--- config.mk ---
export PLATFORM = sky130hd
export DESIGN_NAME = id_ex_stage
export DESIGN_NICKNAME = d
export VERILOG_FILES = /design/src/rtl/mips_pkg.sv /design/src/rtl/alu_control_decode.sv /design/src/rtl/id_ex_stage.sv
export SDC_FILE = /design/constraint.sdc
export NUM_CORES = 1
export LEC_CHECK = 0
export BUFFER_PORTS_ARGS = -buffer_cell sky130_fd_sc_hd__buf_2
export CAP_MARGIN = 10
export CORE_AREA = 3 3 119 121
export CTS_CLUSTER_SIZE = 8
export DETAILED_ROUTE_END_ITERATION = 10
export DIE_AREA = 0 0 122 124
export GPL_TIMING_DRIVEN = 0
export PLACE_DENSITY = 0.81
export SETUP_SLACK_MARGIN = 0.4
export SYNTH_ARGS = -nofsm -noshare
export SYNTH_HDL_FRONTEND = slang
export SYNTH_SLANG_ARGS = --single-unit
--- constraint.sdc ---
create_clock -name clk -period 2.3 [get_ports clk]
set_input_delay 0.345 -clock clk [delete_from_list [all_inputs] [get_ports clk]]
set_output_delay 0.345 -clock clk [all_outputs]
set_load 0.05 [all_outputs]
--- src/rtl/mips_pkg.sv ---
// mips_pkg: shared ALU function codes, funct/ALUOp encodings and EX-stage control bundle.
package mips_pkg;

    localparam logic [3:0] FC_ADD     = 4'b0010;
    localparam logic [3:0] FC_SUB     = 4'b0110;
    localparam logic [3:0] FC_AND     = 4'b0000;
    localparam logic [3:0] FC_OR      = 4'b0001;
    localparam logic [3:0] FC_NOR     = 4'b0011;
    localparam logic [3:0] FC_XOR     = 4'b0100;
    localparam logic [3:0] FC_MUL     = 4'b1010;
    localparam logic [3:0] FC_DIV     = 4'b1111;
    localparam logic [3:0] FC_ILLEGAL = 4'b1110;

    localparam logic [2:0] OP_ADD   = 3'b000;
    localparam logic [2:0] OP_SUB   = 3'b001;
    localparam logic [2:0] OP_RTYPE = 3'b010;
    localparam logic [2:0] OP_AND   = 3'b011;
    localparam logic [2:0] OP_OR    = 3'b100;
    localparam logic [2:0] OP_XOR   = 3'b101;

    localparam logic [5:0] F_ADD  = 6'h20;
    localparam logic [5:0] F_ADDU = 6'h21;
    localparam logic [5:0] F_SUB  = 6'h22;
    localparam logic [5:0] F_SUBU = 6'h23;
    localparam logic [5:0] F_AND  = 6'h24;
    localparam logic [5:0] F_OR   = 6'h25;
    localparam logic [5:0] F_XOR  = 6'h26;
    localparam logic [5:0] F_NOR  = 6'h27;
    localparam logic [5:0] F_MULT = 6'h18;
    localparam logic [5:0] F_DIV  = 6'h1A;

    typedef struct packed {
        logic       reg_write;
        logic       mem_read;
        logic       mem_write;
        logic       mem_to_reg;
        logic       alu_src;
        logic       illegal;
        logic [3:0] funct_c;
        logic [4:0] dest;
    } ex_ctrl_t;

    localparam ex_ctrl_t CTRL_BUBBLE = '{funct_c: FC_ADD, default: '0};

    function automatic logic [31:0] ext_imm(input logic [15:0] imm, input logic zero_ext);
        return zero_ext ? {16'h0000, imm} : {{16{imm[15]}}, imm};
    endfunction

endpackage

--- src/rtl/alu_control_decode.sv ---
// alu_control_decode: maps ALUOp and R-type funct to the 4-bit ALU function code.
module alu_control_decode
    import mips_pkg::*;
(
    input  logic [2:0] alu_op,
    input  logic [5:0] funct,
    output logic [3:0] funct_c,
    output logic       illegal
);

    always_comb begin
        funct_c = FC_ADD;
        illegal = 1'b0;
        case (alu_op)
            OP_ADD: funct_c = FC_ADD;
            OP_SUB: funct_c = FC_SUB;
            OP_AND: funct_c = FC_AND;
            OP_OR:  funct_c = FC_OR;
            OP_XOR: funct_c = FC_XOR;
            OP_RTYPE: begin
                case (funct)
                    F_ADD, F_ADDU: funct_c = FC_ADD;
                    F_SUB, F_SUBU: funct_c = FC_SUB;
                    F_AND:         funct_c = FC_AND;
                    F_OR:          funct_c = FC_OR;
                    F_XOR:         funct_c = FC_XOR;
                    F_NOR:         funct_c = FC_NOR;
                    F_MULT:        funct_c = FC_MUL;
                    F_DIV:         funct_c = FC_DIV;
                    default: begin
                        funct_c = FC_ILLEGAL;
                        illegal = 1'b1;
                    end
                endcase
            end
            default: funct_c = FC_ADD;
        endcase
    end

endmodule

--- src/rtl/id_ex_stage.sv ---
// id_ex_stage: ID/EX pipeline register feeding the ALU, with operand select,
// EX/MEM and MEM/WB forwarding, and load-use hazard detection.
module id_ex_stage
    import mips_pkg::*;
(
    input  logic        clk,
    input  logic        reset,
    input  logic        stall,
    input  logic        flush,
    input  logic [31:0] id_rs_val,
    input  logic [31:0] id_rt_val,
    input  logic [4:0]  id_rs,
    input  logic [4:0]  id_rt,
    input  logic [4:0]  id_rd,
    input  logic [15:0] id_imm,
    input  logic [5:0]  id_funct,
    input  logic [2:0]  id_alu_op,
    input  logic        id_alu_src,
    input  logic        id_zero_ext,
    input  logic        id_reg_dst,
    input  logic        id_reg_write,
    input  logic        id_mem_read,
    input  logic        id_mem_write,
    input  logic        id_mem_to_reg,
    input  logic        exm_reg_write,
    input  logic [4:0]  exm_rd,
    input  logic [31:0] exm_result,
    input  logic        mwb_reg_write,
    input  logic [4:0]  mwb_rd,
    input  logic [31:0] mwb_result,
    output logic [3:0]  FunctC,
    output logic [31:0] A,
    output logic [31:0] B,
    output logic [31:0] store_data,
    output logic [4:0]  ex_dest,
    output logic        ex_reg_write,
    output logic        ex_mem_read,
    output logic        ex_mem_write,
    output logic        ex_mem_to_reg,
    output logic        ex_illegal,
    output logic        load_use_stall
);

    ex_ctrl_t    ctrl_d, ctrl_q;
    logic [31:0] rs_val_d, rs_val_q, rt_val_d, rt_val_q, imm_d, imm_q;
    logic [4:0]  rs_d, rs_q, rt_d, rt_q;
    logic [3:0]  dec_funct_c;
    logic        dec_illegal;
    logic [31:0] fwd_rs, fwd_rt;

    alu_control_decode u_dec (
        .alu_op  (id_alu_op),
        .funct   (id_funct),
        .funct_c (dec_funct_c),
        .illegal (dec_illegal)
    );

    always_comb begin
        ctrl_d   = ctrl_q;
        rs_val_d = rs_val_q;
        rt_val_d = rt_val_q;
        imm_d    = imm_q;
        rs_d     = rs_q;
        rt_d     = rt_q;
        if (flush) begin
            ctrl_d   = CTRL_BUBBLE;
            rs_val_d = '0;
            rt_val_d = '0;
            imm_d    = '0;
            rs_d     = '0;
            rt_d     = '0;
        end else if (!stall) begin
            ctrl_d = '{
                reg_write:  id_reg_write,
                mem_read:   id_mem_read,
                mem_write:  id_mem_write,
                mem_to_reg: id_mem_to_reg,
                alu_src:    id_alu_src,
                illegal:    dec_illegal,
                funct_c:    dec_funct_c,
                dest:       id_reg_dst ? id_rd : id_rt
            };
            rs_val_d = id_rs_val;
            rt_val_d = id_rt_val;
            imm_d    = ext_imm(id_imm, id_zero_ext);
            rs_d     = id_rs;
            rt_d     = id_rt;
        end
    end

    always_ff @(posedge clk) begin
        if (reset) begin
            ctrl_q   <= CTRL_BUBBLE;
            rs_val_q <= '0;
            rt_val_q <= '0;
            imm_q    <= '0;
            rs_q     <= '0;
            rt_q     <= '0;
        end else begin
            ctrl_q   <= ctrl_d;
            rs_val_q <= rs_val_d;
            rt_val_q <= rt_val_d;
            imm_q    <= imm_d;
            rs_q     <= rs_d;
            rt_q     <= rt_d;
        end
    end

    // EX/MEM is the younger producer, so it takes priority; $zero never forwards
    assign fwd_rs = (exm_reg_write && rs_q != 5'd0 && exm_rd == rs_q) ? exm_result :
                    (mwb_reg_write && rs_q != 5'd0 && mwb_rd == rs_q) ? mwb_result : rs_val_q;
    assign fwd_rt = (exm_reg_write && rt_q != 5'd0 && exm_rd == rt_q) ? exm_result :
                    (mwb_reg_write && rt_q != 5'd0 && mwb_rd == rt_q) ? mwb_result : rt_val_q;

    assign A             = fwd_rs;
    assign B             = ctrl_q.alu_src ? imm_q : fwd_rt;
    assign store_data    = fwd_rt;
    assign FunctC        = ctrl_q.funct_c;
    assign ex_dest       = ctrl_q.dest;
    assign ex_reg_write  = ctrl_q.reg_write;
    assign ex_mem_read   = ctrl_q.mem_read;
    assign ex_mem_write  = ctrl_q.mem_write;
    assign ex_mem_to_reg = ctrl_q.mem_to_reg;
    assign ex_illegal    = ctrl_q.illegal;

    assign load_use_stall = ctrl_q.mem_read && ctrl_q.dest != 5'd0 &&
                            (ctrl_q.dest == id_rs || ctrl_q.dest == id_rt);

endmodule

# [Word level (Yosys, flattened, before mapping)]
# Cells that the tools add are included.
[word_totals] ff_bits=121 input_bits=191 word_cells=63
[op_classes] muxes=11 n_reduce_logical=18 eq_ne=21
[op_table] cell="$mux W32" count=6
[op_table] cell="$eq A6 B6 Y1 const B" count=8
[op_table] cell="$pmux W4 S8" count=1
[op_table] cell="$eq A5 B5 Y1" count=6
[op_table] cell="$pmux W4 S5" count=1
[op_table] cell="$reduce_bool A5 Y1" count=3
[op_table] cell="$eq A6 B5 Y1 const B" count=2
[op_table] cell="$logic_and A1 B1 Y1" count=10
[op_table] cell="$reduce_or A10 Y1" count=1
[op_table] cell="$eq A3 B2 Y1 const B" count=2
[op_table] cell="$eq A3 B3 Y1 const B" count=2
[op_table] cell="$reduce_or A2 Y1" count=3
[op_table] cell="$mux W5" count=1
[op_table] cell="$eq A3 B1 Y1 const B" count=1
[op_table] cell="$mux W1" count=2
[op_table] cell="$logic_or A1 B1 Y1" count=1

# [Logic depth before layout (Yosys ltp)]
# Gate-level depths: netlist of run 1.
[logic_depth] word_depth=6 depth_mapped=7 ltp_nobuf=5

# [By module]
# A second synthesis of run 1 with hierarchy kept.
[unflattened] cells_unflattened=747 hier_area_um2=6486.2
[modules_own_cells] mod="id_ex_stage" seq_area_each_um2=2122.0 cells_per_inst=728 area_per_inst_um2=6341.1 n_inst=1
[modules_own_cells] mod="alu_control_decode" seq_area_each_um2=0.0 cells_per_inst=19 area_per_inst_um2=145.1 n_inst=1

# [Worst setup path after synthesis of run 1]
# OpenSTA, ideal clock, no wires.
[synth_timing] path_type="reg2out" startpoint="reg rt_q[4]" endpoint="out B[10]" stages_incl_launch_ff=7 required_ps=1955 arrival_time_ps=2687 n_path_buf=1 path_slack_ps=-732 path_cell_list="dfxtp_1 > nor4_1 > or3_1 > a211oi_4 > buf_6 > mux2i_1 > a221oi_1"
[synth_between] elab_chain_cells=6 word_cells_on_any_way=10
[synth_rtl] item="from (decl)" line="id_ex_stage.sv:46" source="logic [4:0] rs_d, rs_q, rt_d, rt_q;"
[synth_rtl] item="from (signal assigned)" line="id_ex_stage.sv:105" source="rt_q <= rt_d;"
[synth_rtl] item="$reduce_bool A5 Y1" line="id_ex_stage.sv:112, id_ex_stage.sv:113"
[synth_rtl] item="$logic_and A1 B1 Y1 (2 in a row)" line="id_ex_stage.sv:113" source="(mwb_reg_write && rt_q != 5'd0 && mwb_rd == rt_q) ? mwb_result : rt_val_q;"
[synth_rtl] item="$mux W32" line="id_ex_stage.sv:113"
[synth_rtl] item="$mux W32 (*)" line="id_ex_stage.sv:112" source="assign fwd_rt = (exm_reg_write && rt_q != 5'd0 && exm_rd == rt_q) ? exm_result :"
[synth_rtl] item="$mux W32 (*)" line="id_ex_stage.sv:116" source="assign B = ctrl_q.alu_src ? imm_q : fwd_rt;"
[synth_rtl] item="to (decl)" line="id_ex_stage.sv:33" source="output logic [31:0] B,"
# Mark *: on every way between the ends. The rest lies on a longest branch, timed or not.

# [Worst setup path after layout of run 1]
[layout_timing] startpoint="reg rt_q[4]" endpoint="out B[9]"
# The elaborated chain is that of the path after synthesis.

==> results of run 1 <==
power by group through the flow:
stage	combinational, mW	sequential, mW	clock [mW]
after detailed placement	1.24	1.98	0
final	1.56	1.95	1.66
after CTS	1.43	1.94	1.60
after global routing	1.60	1.96	1.70
after floorplan	0.840	1.98	0
after global placement	1.22	1.98	0
layer usage:
| metal | vias to the layer above | wire length (um) | GRT usage, % |
|---|---|---|---|
| li1 | 3329 | - | - |
| met1 | 3955 | 11900 | 45.0 |
| met2 | 712 | 17300 | 73.7 |
| met3 | 243 | 3700 | 10.5 |
| met4 | 2 | 2610 | 21.7 |
| met5 | - | 11 | 0 |
how the worst min path moves through the flow:
stage	start	endpoint	slack, ns	cells past startpoint
after global routing	id_rs_val[4]	rs_val_q[4]$_SDFFE_PP0N_	0.23	3
after floorplan	FunctC[1]$_SDFFE_PP1N_	FunctC[1]$_SDFFE_PP1N_	0.44	2
after CTS	id_rs_val[6]	rs_val_q[6]$_SDFFE_PP0N_	0.21	3
after detailed placement	FunctC[1]$_SDFFE_PP1N_	FunctC[1]$_SDFFE_PP1N_	0.46	2
final	id_rs_val[4]	rs_val_q[4]$_SDFFE_PP0N_	0.20	3
after global placement	FunctC[1]$_SDFFE_PP1N_	FunctC[1]$_SDFFE_PP1N_	0.46	2
area by class of cell:
| cell class | count | area share [%] |
|---|---|---|
| multi-input combinational | 552 | 47.6 |
| timing repair buffer | 351 | 24.3 |
| sequential | 106 | 17.9 |
| buffer | 67 | 5.27 |
| clock buffer | 12 | 2.04 |
| tap | 176 | 1.82 |
| inverter | 19 | 0.590 |
| clock inverter | 4 | 0.425 |
| antenna | 2 | 0.0414 |
metrics by stage:
step	power (mW)	hold WS (ns)
global placement	3.20	0.455
CTS	4.97	0.211
global route	5.26	0.229
floorplan	2.82	0.442
detailed placement	3.22	0.458
finish	5.17	0.201
placed cells by master (no fill, tap or decap), drive strengths merged, types with 4 or more instances in the layout:
cell	synthesis	layout
buf	23	367
mux2i	164	164
nor2	145	145
dfxtp	106	106
clkbuf	44	62
a21oi	45	45
nand2	38	38
o21ai	34	34
nor3	21	21
inv	19	19
nand2b	18	18
a221oi	17	17
o221ai	16	16
xnor2	15	15
xor2	14	14
nor4	4	4
nand3	4	4
synthesized netlist by cell type:
master and count:
a211oi_1 1, a211oi_4 1, a21boi_0 1, a21oi_1 45
a221oi_1 12, a221oi_2 5, a31oi_1 1, buf_1 7
buf_2 4, buf_4 10, buf_6 2, clkbuf_1 44
dfxtp_1 106, inv_1 19, mux2i_1 164, nand2_1 38
nand2b_1 18, nand3_1 4, nand4_1 2, nand4bb_1 1
nor2_1 145, nor2b_1 1, nor3_1 21, nor3b_1 2
nor4_1 2, nor4_2 2, o21a_1 1, o21ai_0 2
o21ai_1 32, o221ai_1 16, o2bb2ai_1 1, or2_2 1
or3_1 2, or4_1 2, xnor2_1 15, xor2_1 14
logic make-up (layout without fill, tap and decap cells):
logic type	Yosys count	count (layout)	synth area share, %
AO/OA/AOI/OAI	118	118	12.4
AND/OR/NAND/NOR	241	241	16.8
other	0	2	0
buffers and inverters	86	453	6.12
XOR/XNOR	29	29	4.09
flip-flops	106	106	34.2
multiplexers	164	164	26.4
critical path: cells and delay by family, from the launching register on:
family / cells / cell delay [ns]
buffers and inverters: 4 / 0.68
AOI/OAI and AO/OA: 2 / 0.57
muxes: 1 / 0.11
and+or+nand+nor: 2 / 0.41
DFF: 1 / 0.39
what timing repair did:
action                     4_1_cts  5_1_grt
gates cloned                    13        3
pin swaps                       39       24
setup endpoints to repair       99      119
resized for setup              329       56
buffers inserted                27        9
==> out/metrics.csv, run 1 <==
stage;metric;value;unit
outcome;outcome;complete, but fails checks;
outcome;violated checks;setup timing;
grt;largest net degree at the start of global routing;17;
synthesis;Ys Warns;0;
setup_path;RR Endpoint;ctrl_q[10]$_SDFFE_PP0N_;
clocking;TritonCTS clock tree;done;
timing;relative slew slack;28.3;%
synthesis;Yosys top cell by area;dfxtp_1;
pwr;power share of the sequential group;37.8;%
synthesis;register area share after synthesis;34.2;%
pwr;Internal;3.40;mW
synthesis;Synth Cell Area;6210;um^2
grt;number of global-route vias before repair;8176;
pwr;switching power;1.77;mW
setup_path;slowest stage cell, crit path;dfxtp_4;
timing;Tcrit/Tclk final;126;%
placed_design;Inst Count DP;1219;
floorplanning;die area;15100;um^2
setup_path;crit path DAT;2.56;ns
drt;TritonRoute pass-1 iters;5;
drt;average via count per standard cell;6.39;
pwr;Clock Power Share;32.2;%
floorplanning;core area;13200;um^2
final_layout;filler instances;506;
setup_path;CP peak stage delay;0.39;ns
clocking;Clock Pin Slew Worst Setup and Hold Paths;0.08;ns
timing;Final Slew Violations;0;
synthesis;largest cells by area after synthesis;dfxtp_1 (34%), mux2i_1 (26%), nor2_1 (8.8%);
timing;final setup violation count;96;
grt;total gr overflow;0;
setup_path;cell chain of the critical path;nor4_4, or3_4, a211oi_4, buf_6, buf_12, buf_12, mux2i_4, a221oi_4, buf_6;
clocking;H-tree depth;3;
floorplanning;Die Wd;122;um
job;number of max-cap violations;0;
final_layout;NumNets Final;1297;
synthesis;Unique masters post-synth;36;
timing;RSZ-0062 raised after global routing;true;
grt;first-pass GRT wire length;47000;um
timing;fmax;344;MHz
placed_design;Port Buffers;299;
grt;Global Route Usage Sum;41.2;%
clocking;CTS Root Cell;clkbuf_16;
min_path;worst min path class;in2reg;
setup_path;Crit. Startpoint;rt_q[4]$_SDFFE_PP0N_;
floorplanning;Die H;124;um
pwr;Power Density;428;nW/um^2
placed_design;Detailed Place HPWL;19200;um
placed_design;post-place instance area;9590;um^2
final_layout;final instance area;12100;um^2
setup_path;CP Class;reg2out;
final_layout;largest registers;rs_val_q x32, rt_val_q x32, imm_q x17;
synthesis;Yosys top cell area share;34.2;%
timing;Period minus WS final;2.90;ns
pwr;combinational cell fraction of total power;30.1;%
clocking;CTS Buf Count;9;
timing;final hold vios;0;
placed_design;pre-CTS setup slack;-0.987;ns
final_layout;sequential standard cell area;2160;um^2
floorplanning;Initial Utilization;47.1;%
setup_path;CP endpoint;B[9];
drt;Iter 0 DRT Violations;818;
clocking;Clock Path Buffers;2;
final_layout;Final Core Density;91.6;%
timing;fin worst setup slack;-0.605;ns
final_layout;Area growth syn-to-layout;94.5;%
placed_design;RePlAce Congestion;0.889;
setup_path;Setup crit end kind;output port;
floorplanning;site row count;42;
final_layout;layout cells sized above 1;55.1;%
drt;DRC;0;
setup_path;CP Max Fanout;7;
clocking;clock sinks;106;
drt;remaining antenna violation count;0;
pwr;net switching share of the total power;34.3;%
synthesis;syn nets;935;
pwr;leakage power;4.98;nW
synthesis;Seq cells post-synth;106;
setup_path;crit start category;register;
final_layout;Multi-input gate area;5760;um^2
clocking;hold_buf cts;0;
timing;Final TNS setup;-46.19;ns
setup_path;Reg2Reg Launch Point;ctrl_q[10]$_SDFFE_PP0N_;
final_layout;Final Non-Filler Cells;1289;
pwr;VDD IR max;0.359;mV
synthesis;Syn Area/Cell;8.35;um^2
grt;initial antenna violation count;3;
setup_path;R2R depth;5;
timing;worst-margin pin slew;1.08;ns
setup_path;r2r setup slk;0.49;ns
drt;DR WL/cell;27.5;um
clocking;clock latency at the later pin of the worst-skew pair;0.37;ns
timing;Worst Clk Skew;0;ns
drt;final WL;35500;um
setup_path;Worst EP required;1.96;ns
drt;Via Count;8241;
floorplanning;num ports;302;
synthesis;Synth Instances;744;
No activity file was read; power rests on OpenSTA's default activity.
==> run 2: changes to the inputs <==
--- a/config.mk
+++ b/config.mk
@@ -7,13 +7,13 @@
 export LEC_CHECK = 0
 export BUFFER_PORTS_ARGS = -buffer_cell sky130_fd_sc_hd__buf_2
 export CAP_MARGIN = 10
-export CORE_AREA = 3 3 119 121
+export CORE_AREA = 3 3 139 141
 export CTS_CLUSTER_SIZE = 8
 export DETAILED_ROUTE_END_ITERATION = 10
-export DIE_AREA = 0 0 122 124
+export DIE_AREA = 0 0 142 144
 export GPL_TIMING_DRIVEN = 0
-export PLACE_DENSITY = 0.81
 export SETUP_SLACK_MARGIN = 0.4
 export SYNTH_ARGS = -nofsm -noshare
 export SYNTH_HDL_FRONTEND = slang
+export SYNTH_HIERARCHICAL = 1
 export SYNTH_SLANG_ARGS = --single-unit
==> run 2 against run 1 <==
  * The run still ends with setup timing left
  * Combinational power down 7%
  * Area after synthesis up 4.4%
  * Non-clock buffer count down 8
  * Design area down 1.0%
  * Synthesized cell count up 0.40%
  * Power down 5.2%
==> out/metrics.csv, run 2 <==
stage;metric;value;unit;change
timing;Final Slew Violations;0;;unchanged
floorplanning;Initial Utilization;35.9;%;-11 points
floorplanning;Die H;144;um;+16%
synthesis;dominant synthesized flop cell;dfxtp_1;;
floorplanning;Die Wd;142;um;+16%
synthesis;Yosys top cell area share;32.7;%;-1.4 points
clocking;CTS Buf Count;9;;unchanged
setup_path;CP Class;reg2out;;
final_layout;most frequent cells in the layout;buf_2 (210), nor2_1 (141), mux2i_1 (104);;
drt;Via Count;6933;;-16%
grt;first-pass GRT wire length;40500;um;-14%
pwr;Tot Pwr;4.91;mW;-5.2%
min_path;worst min path class;in2reg;;
final_layout;final instance area;12000;um^2;-1.0%
final_layout;Area growth syn-to-layout;84.4;%;
final_layout;filler instances;1451;;+190%
drt;TritonRoute pass-1 iters;4;;-1
drt;DRC;0;;unchanged
synthesis;Ys Warns;6;;+6
outcome;outcome;complete, but fails checks;;
setup_path;CP peak stage delay;0.56;ns;+0.17 ns
clocking;Clock Pin Slew Worst Setup and Hold Paths;0.08;ns;about the same
setup_path;cell mode on critical path;buf_12;;
placed_design;Detailed Place HPWL;20000;um;+4.2%
floorplanning;site row count;49;;+17%
timing;worst-margin pin slew;0.953;ns;-0.122 ns
synthesis;register area share after synthesis;32.7;%;-1.4 points
setup_path;crit start category;register;;
placed_design;RePlAce Congestion;0.836;;-6.0%
synthesis;ys async rst share;0;%;unchanged
synthesis;largest cells by area after synthesis;dfxtp_1 (33%), mux2i_1 (26%), nor2_1 (8.3%);;
drt;Iter 0 DRT Violations;286;;-65%
synthesis;most common cell in the synthesized netlist;mux2i_1;;
final_layout;layout cells sized above 1;56.3;%;+1.3 points
timing;Tcrit/Tclk final;121;%;-5.0 points
synthesis;Yosys top cell by area;dfxtp_1;;
job;number of max-cap violations;0;;unchanged
grt;initial antenna violation count;2;;-1
grt;number of global-route vias before repair;7055;;-14%
floorplanning;core area;18100;um^2;+37%
floorplanning;num ports;302;;unchanged
grt;total gr overflow;0;;unchanged
pwr;leakage power;5.03;nW;+1.2%
timing;final setup violation count;96;;unchanged
drt;remaining antenna violation count;0;;unchanged
placed_design;Port Buffers;299;;unchanged
grt;Global Route Usage Sum;25.9;%;-15 points
pwr;VDD IR max;0.484;mV;+35%
clocking;clock latency at the later pin of the worst-skew pair;0.35;ns;-0.02 ns
drt;final WL;27600;um;-22%
pwr;Power Density;410;nW/um^2;-4.2%
timing;Period minus WS final;2.79;ns;-0.116 ns
setup_path;R2R depth;5;;unchanged
clocking;TritonCTS clock tree;done;;
clocking;clock sinks;106;;unchanged
final_layout;NumNets Final;1290;;-0.54%
setup_path;slowest stage cell, crit path;or4_4;;
timing;final hold vios;0;;unchanged
synthesis;synth cell count leaders;mux2i_1 (168), nor2_1 (144), dfxtp_1 (106);;
timing;fmax;359;MHz;+4.1%
placed_design;post-place instance area;9620;um^2;+0.34%
timing;fin worst setup slack;-0.489;ns;+0.116 ns
synthesis;Synth Cell Area;6490;um^2;+4.4%
placed_design;Inst Count DP;1275;;+4.6%
floorplanning;die area;20400;um^2;+35%
final_layout;Final Non-Filler Cells;1335;;+3.6%
timing;RSZ-0062 raised after global routing;true;;
setup_path;cell chain of the critical path;or4_4, nand2_4, a211oi_4, buf_12, buf_12, mux2i_2, o221ai_2, buf_2;;
final_layout;commonest non-fill, non-tap cell in the layout;buf_2;;
min_path;Hold Path Depth;3;;unchanged
drt;average via count per standard cell;5.19;;-19%
clocking;Clock Path Buffers;2;;unchanged
synthesis;syn nets;938;;+0.32%
timing;Final TNS setup;-37.10;ns;+9.09 ns
timing;Worst Clk Skew;0;ns;unchanged
clocking;CTS Root Cell;clkbuf_16;;
synthesis;Seq cells post-synth;106;;unchanged
clocking;hold_buf cts;0;;unchanged
synthesis;Post-synth EDFFs;0;;unchanged
synthesis;Synth Instances;747;;+0.40%
setup_path;Setup crit end kind;output port;;
drt;DR WL/cell;20.7;um;-25%
setup_path;Worst EP required;1.96;ns;about the same
timing;relative slew slack;36.5;%;+8.1 points
synthesis;Syn Area/Cell;8.68;um^2;+4.0%
grt;largest net degree at the start of global routing;19;;+2
synthesis;Unique masters post-synth;41;;+14%
outcome;violated checks;setup timing;;
final_layout;largest registers;rs_val_q x32, rt_val_q x32, imm_q x17;;
clocking;H-tree depth;3;;unchanged
setup_path;crit path DAT;2.44;ns;-0.12 ns
setup_path;CP Max Fanout;10;;+3
run 2: cell count changes in the layout (fill, tap and decap cells not counted), moves of 5 or more:
cell     delta
buf_12      +5
buf_4       +8
nand2_1    -11
nand2_4    +11
nor3_2      -5
a21oi_4    -12
mux2i_4    -11
buf_6      -14
buf_2       +5
mux2i_2    +11
a21oi_2    +11
run 2: final timing paths:
path,slack [ns],start,to
worst max-delay path,-0.49,rt_q[3]$_SDFFE_PP0N_,B[31]
worst min-delay path,0.21,id_reg_write,ex_reg_write$_SDFFE_PP0N_
worst max register to register,0.69,ctrl_q[10]$_SDFFE_PP0N_,ctrl_q[10]$_SDFFE_PP0N_
worst min register to register,0.47,FunctC[1]$_SDFFE_PP1N_,FunctC[1]$_SDFFE_PP1N_
run 2: kinds of logic after synthesis:
| logic type | count (synthesis) | synth area share [%] |
|---|---|---|
| AOI/OAI and AO/OA | 115 | 13.8 |
| xor gates and xnor gates | 28 | 3.78 |
| buffers and inverters | 87 | 6.93 |
| DFF | 106 | 32.7 |
| muxes | 168 | 25.9 |
| and+or+nand+nor | 243 | 16.9 |
run 2: critical path, delay by kind of cell (launching register included):
kind                   cells  cell delay (ns)
AND/OR/NAND/NOR            2             0.64
buffers and inverters      3             0.56
AO/OA/AOI/OAI              2             0.19
multiplexers               1             0.31
flip-flops                 1             0.37
run 2: cell type report:
| type | count | area [um^2] | area share, % |
|---|---|---|---|
| Tap cell | 229 | 287 | 2.40 |
| Timing Repair Buffer | 341 | 2790 | 23.4 |
| Clock inverter | 7 | 52.6 | 0.439 |
| Buffer | 69 | 744 | 6.23 |
| Multi-Input combinational cell | 554 | 5620 | 47.0 |
| Antenna cell | 2 | 5.00 | 0.0418 |
| Clock buffer | 9 | 225 | 1.88 |
| Sequential cell | 106 | 2160 | 18.1 |
| Inverter | 18 | 67.6 | 0.565 |
run 2: repair_timing:
action	in CTS	in global routing
pin swaps	26	43
gates cloned	12	6
setup endpoints to repair	101	123
buffers inserted	17	7
resized for setup	291	88
run 2: routing by layer:
layer / vias up / global-route usage (%) / share of wire, %
met4: 2 / 7.17 / 1.6
met3: 27 / 4.66 / 5.5
met2: 239 / 45.8 / 50
met1: 3345 / 32.3 / 43
li1: 3320 / - / -
met5: - / 0 / 0.025
run 2: through the flow:
| step | utilization, % | hold WS, ns | setup WS, ns |
|---|---|---|---|
| floorplan | - | 0.440 | 0.0258 |
| global placement | 53.2 | 0.461 | -0.647 |
| detailed placement | 53.2 | 0.458 | -0.649 |
| CTS | 63.3 | 0.197 | -0.513 |
| global route | 66.1 | 0.210 | -0.557 |
| finish | 66.1 | 0.207 | -0.489 |
run 2: report_power, final:
group	internal, mW	switching (mW)
Sequential	1.89	0.0522
Clock	0.745	0.777
Combinational	0.619	0.826
==> run 3: changes to the inputs <==
--- a/config.mk
+++ b/config.mk
@@ -6,14 +6,13 @@
 export NUM_CORES = 1
 export LEC_CHECK = 0
 export BUFFER_PORTS_ARGS = -buffer_cell sky130_fd_sc_hd__buf_2
-export CAP_MARGIN = 10
-export CORE_AREA = 3 3 139 141
+export CAP_MARGIN = 20
+export CORE_AREA = 3 3 136 138
 export CTS_CLUSTER_SIZE = 8
 export DETAILED_ROUTE_END_ITERATION = 10
-export DIE_AREA = 0 0 142 144
+export DIE_AREA = 0 0 139 141
 export GPL_TIMING_DRIVEN = 0
 export SETUP_SLACK_MARGIN = 0.4
 export SYNTH_ARGS = -nofsm -noshare
 export SYNTH_HDL_FRONTEND = slang
-export SYNTH_HIERARCHICAL = 1
 export SYNTH_SLANG_ARGS = --single-unit
==> run 3 against run 2 <==
  * The run still ends with setup timing left
  * Clock power barely moved
  * Maximum frequency increased by 0.37%
  * Clock-buffer cell count increased by 3
  * Critical endpoint is now B[11]
  * Highest routed layer unchanged
==> out/metrics.csv, run 3 (synthesized netlist as in run 1, its figures left out) <==
stage;metric;value;unit;change
pwr;VDD IR max;0.380;mV;-22%
floorplanning;die area;19600;um^2;-4.2%
timing;Final Slew Violations;0;;unchanged
grt;first-pass GRT wire length;40900;um;+0.92%
grt;initial antenna violation count;7;;+5
pwr;leakage power;4.83;nW;-4.0%
min_path;worst min path class;in2reg;;
setup_path;CP Max Fanout;10;;unchanged
floorplanning;Die H;141;um;-2.1%
floorplanning;Initial Utilization;35.9;%;+0.053 points
floorplanning;site row count;48;;-2.0%
drt;final WL;27000;um;-2.2%
drt;average via count per standard cell;5.15;;-0.82%
timing;worst-margin pin slew;0.964;ns;+0.0108 ns
clocking;Clock Pin Slew Worst Setup and Hold Paths;0.07;ns;about the same
clocking;clock latency at the later pin of the worst-skew pair;0.36;ns;about the same
min_path;Hold EP;rs_val_q[9]$_SDFFE_PP0N_;;
pwr;Internal;3.28;mW;+0.80%
clocking;CTS Buf Count;9;;unchanged
floorplanning;Die Wd;139;um;-2.1%
pwr;Clock Power Share;31.4;%;+0.4 points
final_layout;filler instances;1412;;-2.7%
timing;Worst Clk Skew;0;ns;unchanged
pwr;switching power;1.64;mW;-0.89%
timing;fmax;360;MHz;+0.37%
setup_path;r2r setup slk;0.58;ns;-0.11 ns
setup_path;CP Class;reg2out;;
timing;RSZ-0062 raised after global routing;true;;
clocking;Clock Path Buffers;2;;unchanged
clocking;TritonCTS clock tree;done;;
setup_path;Reg2Reg Launch Point;ctrl_q[10]$_SDFFE_PP0N_;;
floorplanning;num ports;302;;unchanged
pwr;net switching share of the total power;33.4;%;-0.38 points
min_path;HP Start;id_rs_val[9];;
placed_design;RePlAce Congestion;0.838;;+0.24%
setup_path;Setup crit end kind;output port;;
timing;Period minus WS final;2.78;ns;-0.0103 ns
timing;final setup violation count;96;;unchanged
placed_design;Inst Count DP;1270;;-0.39%
grt;total gr overflow;0;;unchanged
outcome;violated checks;setup timing;;
drt;DRC;0;;unchanged
grt;Global Route Usage Sum;26.7;%;+0.88 points
pwr;power share of the sequential group;39.5;%;about the same
drt;Iter 0 DRT Violations;280;;-2.1%
pwr;Tot Pwr;4.92;mW;+0.23%
pwr;combinational cell fraction of total power;29.2;%;-0.3 points
final_layout;largest registers;rs_val_q x32, rt_val_q x32, imm_q x17;;
setup_path;R2R depth;5;;unchanged
job;number of max-cap violations;0;;unchanged
setup_path;crit start category;register;;
final_layout;layout cells sized above 1;54.1;%;-2.2 points
pwr;Power Density;422;nW/um^2;+2.8%
final_layout;Area growth syn-to-layout;87.6;%;
drt;remaining antenna violation count;0;;unchanged
timing;relative slew slack;35.7;%;-0.72 points
drt;TritonRoute pass-1 iters;4;;unchanged
final_layout;NumNets Final;1283;;-0.54%
floorplanning;core area;17300;um^2;-4.4%
placed_design;Detailed Place HPWL;20200;um;+0.67%
clocking;hold_buf cts;0;;unchanged
final_layout;Final Non-Filler Cells;1326;;-0.67%
final_layout;final instance area;11700;um^2;-2.5%
timing;Tcrit/Tclk final;121;%;-0.45 points
final_layout;commonest non-fill, non-tap cell in the layout;buf_2;;
placed_design;Port Buffers;299;;unchanged
clocking;CTS Root Cell;clkbuf_16;;
clocking;H-tree depth;3;;unchanged
placed_design;post-place instance area;9680;um^2;+0.57%
outcome;outcome;complete, but fails checks;;
clocking;clock sinks;106;;unchanged
grt;number of global-route vias before repair;7083;;+0.40%
setup_path;crit path DAT;2.43;ns;about the same
grt;largest net degree at the start of global routing;18;;-1
timing;Final TNS setup;-38.02;ns;-0.922 ns
setup_path;RR Endpoint;ctrl_q[10]$_SDFFE_PP0N_;;
min_path;Hold Path Depth;3;;unchanged
setup_path;Worst EP required;1.96;ns;about the same
drt;DR WL/cell;20.3;um;-1.5%
final_layout;most frequent cells in the layout;buf_2 (211), nor2_1 (144), mux2i_1 (101);;
timing;fin worst setup slack;-0.479;ns;+0.0103 ns
final_layout;Final Core Density;67.4;%;+1.3 points
drt;Via Count;6830;;-1.5%
timing;final hold vios;0;;unchanged
[run 3: how the worst max path moves through the flow]
stage | end | cells after the start | startpoint | slack [ns]
6_report | B[11] | 8 | rt_q[3]$_SDFFE_PP0N_ | -0.48
2_1_floorplan | B[16] | 6 | rt_q[0]$_SDFFE_PP0N_ | -0.07
3_5_place_dp | A[10] | 9 | exm_rd[4] | -0.79
5_1_grt | B[27] | 8 | rt_q[4]$_SDFFE_PP0N_ | -0.55
3_3_place_gp | A[13] | 8 | exm_rd[4] | -1.01
4_1_cts | B[11] | 8 | rt_q[4]$_SDFFE_PP0N_ | -0.48
[run 3: worst max-delay path, stage by stage (launching register included)]
cell and delay [ns]:
dfxtp_4 0.39, nor4_4 0.05, or3_4 0.33, a211oi_4 0.21, buf_6 0.19, buf_12 0.21, mux2i_4 0.35, a221oi_4 0.09
clkbuf_4 0.23
[run 3: repair_timing]
item	4_1_cts	5_1_grt
pin swaps	27	22
setup buffers	25	4
setup endpoints to repair	101	127
cloned	5	2
resized for setup	288	40
[run 3: area by class of cell]
class                           count  area (um^2)  area share [%]
Tap cell                          225          282            2.42
Sequential cell                   106         2170            18.6
Clock inverter                      4         33.8           0.290
Clock buffer                       12          246            2.11
Buffer                             67          592            5.08
Antenna cell                        4         10.0          0.0859
Timing Repair Buffer              337         2590            22.2
Inverter                           19         71.3           0.612
Multi-Input combinational cell    552         5670            48.6
[run 3: per-layer routing]
layer | vias up | track usage [%] | part of all wire, %
li1 | 3315 | - | -
met1 | 3228 | 33.4 | 43
met2 | 242 | 45.6 | 48
met3 | 37 | 6.99 | 6.9
met4 | 8 | 7.98 | 1.8
met5 | - | 0 | 0.16
[run 3: power groups by stage]
stage / clock network [mW] / registers [mW] / logic (mW)
2_1_floorplan: 0 / 1.98 / 0.840
3_3_place_gp: 0 / 1.98 / 1.24
3_5_place_dp: 0 / 1.98 / 1.24
4_1_cts: 1.57 / 1.94 / 1.42
5_1_grt: 1.65 / 1.95 / 1.52
6_report: 1.54 / 1.94 / 1.43
[run 3: through the flow]
stage	hold WS, ns	setup WS, ns
finish	0.212	-0.479
global placement	0.455	-1.01
floorplan	0.442	-0.0671
global route	0.216	-0.553
CTS	0.205	-0.481
detailed placement	0.458	-0.788
